`src/rtl/riscv_ifetch_buffer_if.sv`:
```
// Fetch-buffer bus: instruction-memory request/response, pipeline redirect,
// and the instruction/PC hand-off to decode.
`timescale 1ns/1ps
interface riscv_ifetch_buffer_if #(
    parameter int RISCV_XLEN      = 32,
    parameter int RISCV_INSTR_LEN = 32
);
    logic                       imem_req;
    logic [RISCV_XLEN-1:0]      imem_addr;
    logic                       imem_gnt;
    logic                       imem_rvalid;
    logic [RISCV_INSTR_LEN-1:0] imem_rdata;
    logic                       redirect;
    logic [RISCV_XLEN-1:0]      redirect_pc;
    logic                       instr_valid;
    logic [RISCV_INSTR_LEN-1:0] instruction;
    logic [RISCV_XLEN-1:0]      PC;
    logic                       instr_ready;

    // master: the fetch buffer; slave: memory plus pipeline environment
    modport master (
        output imem_req, imem_addr, instr_valid, instruction, PC,
        input  imem_gnt, imem_rvalid, imem_rdata, redirect, redirect_pc, instr_ready
    );
    modport slave (
        input  imem_req, imem_addr, instr_valid, instruction, PC,
        output imem_gnt, imem_rvalid, imem_rdata, redirect, redirect_pc, instr_ready
    );
endinterface

```
`src/rtl/riscv_ifetch_buffer.sv`:
```
// In-order instruction fetch buffer: issues word fetches, queues returned
// instructions with their PCs, and flushes/discards stale responses on redirect.
`timescale 1ns/1ps
module riscv_ifetch_buffer #(
    parameter int                    RISCV_XLEN      = 32,
    parameter int                    RISCV_INSTR_LEN = 32,
    parameter int                    DEPTH           = 4,
    parameter logic [RISCV_XLEN-1:0] RESET_PC        = '0
) (
    input  logic                  clk,
    input  logic                  rst,
    riscv_ifetch_buffer_if.master bus
);
    localparam int PTR_W = $clog2(DEPTH);
    localparam int CNT_W = $clog2(DEPTH + 1);
    localparam logic [CNT_W:0] DEPTH_C = (CNT_W + 1)'(DEPTH);

    typedef logic [RISCV_XLEN-1:0]      addr_t;
    typedef logic [RISCV_INSTR_LEN-1:0] instr_t;
    typedef logic [PTR_W-1:0]           ptr_t;
    typedef logic [CNT_W-1:0]           cnt_t;

    addr_t  fetch_pc_q, fetch_pc_d;
    addr_t  out_pc_q, out_pc_d;
    instr_t fifo_q [DEPTH];
    instr_t fifo_d [DEPTH];
    ptr_t   rd_ptr_q, rd_ptr_d;
    ptr_t   wr_ptr_q, wr_ptr_d;
    cnt_t   count_q, count_d;
    cnt_t   outst_q, outst_d;
    cnt_t   discard_q, discard_d;

    logic           req, grant, pop, push;
    logic [CNT_W:0] inflight;
    addr_t          redirect_aligned;
    logic           unused_rpc_lsb;

    assign redirect_aligned = {bus.redirect_pc[RISCV_XLEN-1:2], 2'b00};
    assign unused_rpc_lsb   = ^bus.redirect_pc[1:0];

    // Every outstanding request owns a FIFO slot, so pushes can never overflow.
    assign inflight = {1'b0, count_q} + {1'b0, outst_q};
    assign req      = ~rst & ~bus.redirect & (inflight < DEPTH_C);
    assign grant    = req & bus.imem_gnt;
    assign pop      = bus.instr_valid & bus.instr_ready & ~bus.redirect;
    assign push     = bus.imem_rvalid & ~bus.redirect & (discard_q == '0);

    assign bus.imem_req    = req;
    assign bus.imem_addr   = fetch_pc_q;
    assign bus.instr_valid = ~rst & (count_q != '0);
    assign bus.instruction = fifo_q[rd_ptr_q];
    assign bus.PC          = out_pc_q;

    always_comb begin
        fetch_pc_d = fetch_pc_q;
        out_pc_d   = out_pc_q;
        fifo_d     = fifo_q;
        rd_ptr_d   = rd_ptr_q;
        wr_ptr_d   = wr_ptr_q;
        count_d    = count_q;
        discard_d  = discard_q;
        outst_d    = outst_q + cnt_t'(grant) - cnt_t'(bus.imem_rvalid);

        if (bus.redirect) begin
            // Whatever is still in flight after this cycle belongs to the old stream.
            fetch_pc_d = redirect_aligned;
            out_pc_d   = redirect_aligned;
            rd_ptr_d   = '0;
            wr_ptr_d   = '0;
            count_d    = '0;
            discard_d  = outst_q - cnt_t'(bus.imem_rvalid);
        end else begin
            if (grant) fetch_pc_d = fetch_pc_q + addr_t'(4);
            if (pop) begin
                out_pc_d = out_pc_q + addr_t'(4);
                rd_ptr_d = rd_ptr_q + ptr_t'(1);
            end
            if (push) begin
                fifo_d[wr_ptr_q] = bus.imem_rdata;
                wr_ptr_d         = wr_ptr_q + ptr_t'(1);
            end
            if (bus.imem_rvalid && discard_q != '0) discard_d = discard_q - cnt_t'(1);
            count_d = count_q + cnt_t'(push) - cnt_t'(pop);
        end
    end

    always_ff @(posedge clk) begin
        if (rst) begin
            fetch_pc_q <= RESET_PC;
            out_pc_q   <= RESET_PC;
            rd_ptr_q   <= '0;
            wr_ptr_q   <= '0;
            count_q    <= '0;
            outst_q    <= '0;
            discard_q  <= '0;
        end else begin
            fetch_pc_q <= fetch_pc_d;
            out_pc_q   <= out_pc_d;
            rd_ptr_q   <= rd_ptr_d;
            wr_ptr_q   <= wr_ptr_d;
            count_q    <= count_d;
            outst_q    <= outst_d;
            discard_q  <= discard_d;
        end
    end

    // Payload storage needs no reset; occupancy alone decides validity.
    always_ff @(posedge clk) begin
        fifo_q <= fifo_d;
    end
endmodule
```
`src/flat_wrapper.sv`:
```
// flat-port wrapper written by rule: the top's interface ports become plain ports
module riscv_ifetch_buffer_flat 
#(
    parameter int                    RISCV_XLEN      = 32,
    parameter int                    RISCV_INSTR_LEN = 32,
    parameter int                    DEPTH           = 4,
    parameter logic [RISCV_XLEN-1:0] RESET_PC        = '0
)
  (clk, rst, bus_imem_req, bus_imem_addr, bus_instr_valid, bus_instruction, bus_PC, bus_imem_gnt, bus_imem_rvalid, bus_imem_rdata, bus_redirect, bus_redirect_pc, bus_instr_ready);
  riscv_ifetch_buffer_if #(.RISCV_XLEN(RISCV_XLEN), .RISCV_INSTR_LEN(RISCV_INSTR_LEN)) bus_i ();
  input  logic clk;
  input  logic rst;
  output wire logic [$bits(bus_i.imem_req)-1:0] bus_imem_req;
  output wire logic [$bits(bus_i.imem_addr)-1:0] bus_imem_addr;
  output wire logic [$bits(bus_i.instr_valid)-1:0] bus_instr_valid;
  output wire logic [$bits(bus_i.instruction)-1:0] bus_instruction;
  output wire logic [$bits(bus_i.PC)-1:0] bus_PC;
  input wire logic [$bits(bus_i.imem_gnt)-1:0] bus_imem_gnt;
  input wire logic [$bits(bus_i.imem_rvalid)-1:0] bus_imem_rvalid;
  input wire logic [$bits(bus_i.imem_rdata)-1:0] bus_imem_rdata;
  input wire logic [$bits(bus_i.redirect)-1:0] bus_redirect;
  input wire logic [$bits(bus_i.redirect_pc)-1:0] bus_redirect_pc;
  input wire logic [$bits(bus_i.instr_ready)-1:0] bus_instr_ready;
  assign bus_imem_req = bus_i.imem_req;
  assign bus_imem_addr = bus_i.imem_addr;
  assign bus_instr_valid = bus_i.instr_valid;
  assign bus_instruction = bus_i.instruction;
  assign bus_PC = bus_i.PC;
  assign bus_i.imem_gnt = bus_imem_gnt;
  assign bus_i.imem_rvalid = bus_imem_rvalid;
  assign bus_i.imem_rdata = bus_imem_rdata;
  assign bus_i.redirect = bus_redirect;
  assign bus_i.redirect_pc = bus_redirect_pc;
  assign bus_i.instr_ready = bus_instr_ready;
  riscv_ifetch_buffer #(.RISCV_XLEN(RISCV_XLEN), .RISCV_INSTR_LEN(RISCV_INSTR_LEN), .DEPTH(DEPTH), .RESET_PC(RESET_PC)) u_core (.clk(clk), .rst(rst), .bus(bus_i));
endmodule
```
`config.mk`:
```
export PLATFORM = sky130hd
export DESIGN_NAME = riscv_ifetch_buffer_flat
export DESIGN_NICKNAME = d
export VERILOG_FILES = /design/src/rtl/riscv_ifetch_buffer_if.sv /design/src/rtl/riscv_ifetch_buffer.sv /design/src/flat_wrapper.sv
export SDC_FILE = /design/constraint.sdc
export NUM_CORES = 1
export LEC_CHECK = 0
export CORE_AREA = 2 2 209 129
export CTS_CLUSTER_SIZE = 20
export DETAILED_ROUTE_END_ITERATION = 12
export DIE_AREA = 0 0 211 131
export GPL_TIMING_DRIVEN = 0
export HOLD_SLACK_MARGIN = 0.12
export PLACE_DENSITY = 0.53
export SYNTH_ARGS = -nofsm -noshare
export SYNTH_HDL_FRONTEND = slang
export SYNTH_SLANG_ARGS = --single-unit
```
`constraint.sdc`:
```
create_clock -name clk -period 7.6 [get_ports clk]
set_input_delay 2.28 -clock clk [delete_from_list [all_inputs] [get_ports clk]]
set_output_delay 2.28 -clock clk [all_outputs]
set_load 0.005 [all_outputs]
```
==> metrics.yaml <==
critical_path:
  cp.required_ps: 5320
  timing.critical_path.buf_inv: 5
  startpoint_type: "input pin"
  cp_slowest_cell: "clkdlybuf4s50_1"
  slowest_delay_ps: 640
  critical_path.endpoint_type: "primary output"
  cp_max_fo: 10
  crit_chain: "clkdlybuf4s50_1 -> clkbuf_1 -> clkbuf_1 -> buf_1 -> nor2_1 -> clkdlybuf4s50_1"
  path_class: "in2out"
  crit_arrival_ps: 5060
  r2r_slack_ps: 4770
  cpLargestDelayFamily: "buffers and inverters"
grt:
  grt_usage: 0.1841
  antenna_found_initial: 0
  grt_max_degree: 33
  grt_pass1_vias: 6139
  grt_pass1_wl_um: 38080
  grt_remaining_overflow: 0
logic_synthesis:
  synthDominantCellAreaShare: 0.4342
  seq_area_frac_synth: 0.5993
  synth-edff-count: 128
  ys_types: 60
  synthArstFlopShare: 0
  synth_area_sq_um: 8852
  ys_ff_latch: 201
  synthCells: 695
  ys_warn_count: 0
  synth_area_per_cell_sq_um: 12.74
  synth_area_leaders: "edfxtp_1, dfxtp_1, mux4_2"
  synthFlopType: "edfxtp_1"
  synth.largest_area_cell: "edfxtp_1"
floorplan:
  ioPinCount: 168
  die_w_um: 211
  fp-row-count: 46
  dieArea_sq_um: 27640
  die_y_um: 131
  core_area_sq_um: 25840
  start_util: 0.3425
route:
  drt-total-wl_um: 25680
  avgRoutedWirePerCell_um: 20.86
  firstDrtPassIters: 5
  drt-initial-drc-count: 501
  drt.antenna.violating_nets: 0
  drc: 0
  via_per_inst: 5.266
  vias: 6482
pwr:
  vdd_drop_max_mv: 0.1879
  p_leak_nw: 3.851
  power_density_nw_per_um2: 218.3
finish:
  drive_gt1_frac: 0.1028
  antenna_cells: 0
  nets: 971
  syn_to_final_growth_pct: 30.93
  fin_cells: 1231
  final_common_cell: "clkdlybuf4s50_1"
  final_cell_mix: "clkdlybuf4s50_1, edfxtp_1, dfxtp_1, nor2_1, nand2_1"
placed_design:
  place_congestion: 0.9172
  post-place-cells: 1196
  numPortBuffers: 160
  detailed_place_hpwl_um: 18760
sta:
  timing.final.crit_share: 0.9661
  relSlewSlack: 0.1598
  skew_ps: 14.12
  timing.fmax_ghz: 0.1362
  hold_viol_final: 0
  setup_viol: 0
  worstMarginPinSlew_ps: 1249
  final.setup.tns_ps: 0
  finalMaxSlewViolations: 0
  rsz0062_at_grt: "no"
  period_needed_ps: 7342
clock_tree:
  hold_buffers: 0
  root_buffer: "clkbuf_16"
  clk_latency_ps: 520
  clk_pin_slew_ps: 60
  cts_buffer_depth: 3
  cts_buffers: 21
  clkSinkCount: 201
  ctsResizeCount: 0
  cts_tree: "built"
  h-tree-depth: 1
  cts_setup_buffers: 0
hold_path:
  worstHoldPathType: "reg2reg"
outcome:
  run_status: "finished, final reports clean"
job:
  cap_violations: 0
## report_power, final
part / leakage (nW) / switching, mW / internal [mW]
Sequential: 1.76 / 0.0430 / 1.21
Combinational: 1.78 / 0.132 / 0.144
Clock: 0.308 / 0.432 / 0.573
## Yosys cell counts, drive strengths merged (5+ instances only)
| master | count |
|---|---|
| edfxtp | 128 |
| dfxtp | 73 |
| nor2 | 51 |
| nand2 | 46 |
| inv | 35 |
| mux4 | 32 |
| a21oi | 30 |
| nand4 | 30 |
| nand3 | 27 |
| xor2 | 25 |
| clkbuf | 22 |
| o21ai | 18 |
| ha | 16 |
| a31oi | 14 |
| buf | 14 |
| nor3 | 13 |
| a21boi | 12 |
| xnor2 | 11 |
| a211oi | 10 |
| nor4 | 10 |
| and2 | 9 |
| and3 | 7 |
| o31a | 6 |
| nor3b | 5 |
## per-layer routing
metal | GRT usage | vias to the layer above | share of wire
li1 | - | 2998 | -
met1 | 0.2901 | 3208 | 0.50
met2 | 0.2426 | 247 | 0.39
met3 | 0.05832 | 27 | 0.088
met4 | 0.02983 | 2 | 0.012
met5 | 0.02069 | - | 0.0030
## path summary, 6_finish.rpt
kind	start	endpoint	cells after the start
worst max-delay path	rst	bus_instr_valid	6
worst min-delay path	u_core.bus.imem_addr[30]$_SDFFE_PP0P_	u_core.bus.imem_addr[30]$_SDFFE_PP0P_	2
worst max register to register	u_core.outst_q[2]$_SDFF_PP0_	u_core.outst_q[2]$_SDFF_PP0_	10
worst min register to register	u_core.bus.imem_addr[30]$_SDFFE_PP0P_	u_core.bus.imem_addr[30]$_SDFFE_PP0P_	2
## layout make-up
class | count | area [sq um]
plain buffers | 36 | 158.9
inverters | 35 | 131.4
multi-input cells | 426 | 3273
fillers | 2354 | 14250
repair buffers | 162 | 1657
clock inverters | 11 | 107.6
flip-flops and latches | 201 | 5305
clock buffers | 24 | 536.8
well taps | 336 | 420.4
## kinds of logic after synthesis
logic type      share of synthesized area
fa+ha+maj                         0.02714
xor+xnor                          0.03562
buf+inv                           0.03279
mux                               0.08721
flops                              0.5993
other cells                     0.0004236
compound gates                    0.08141
simple gates                       0.1361
## worst register-to-register path, cell delays in order (launching register included)
cell     delay [ps]
dfxtp_1         410
ha_1            260
nor2_1          110
nand4_1         360
inv_1           360
buf_2           360
ha_1            210
inv_1            50
fa_1            370
xnor2_1         160
nor2_1           50
## sequential cells by signal, summed over array words and instances (netlist names)
signal,count
u_core.outst_q,3
u_core.fifo_q,128
u_core.discard_q,3
u_core.bus.imem_addr,30
u_core.wr_ptr_q,2
u_core.bus.PC,30
u_core.count_q,3
u_core.rd_ptr_q,2
## stage by stage
| step | setup WS, ps | util | total power [mW] | hold WS [ps] | instance area (sq um) |
|---|---|---|---|---|---|
| 5_1_grt | 64.66 | 0.4485 | 2.636 | 562.9 | 11590 |
| 4_1_cts | 195.4 | 0.4485 | 2.563 | 536.2 | 11590 |
| 3_3_place_gp | 231.6 | 0.4212 | 1.547 | 495.6 | 10890 |
| 2_1_floorplan | 2111 | - | 1.383 | 482.6 | 8864 |
| 6_report | 257.5 | 0.4485 | 2.530 | 519.2 | 11590 |
| 3_5_place_dp | 213.4 | 0.4236 | 1.548 | 524.5 | 10950 |
Power figures use the tool's default switching activity.
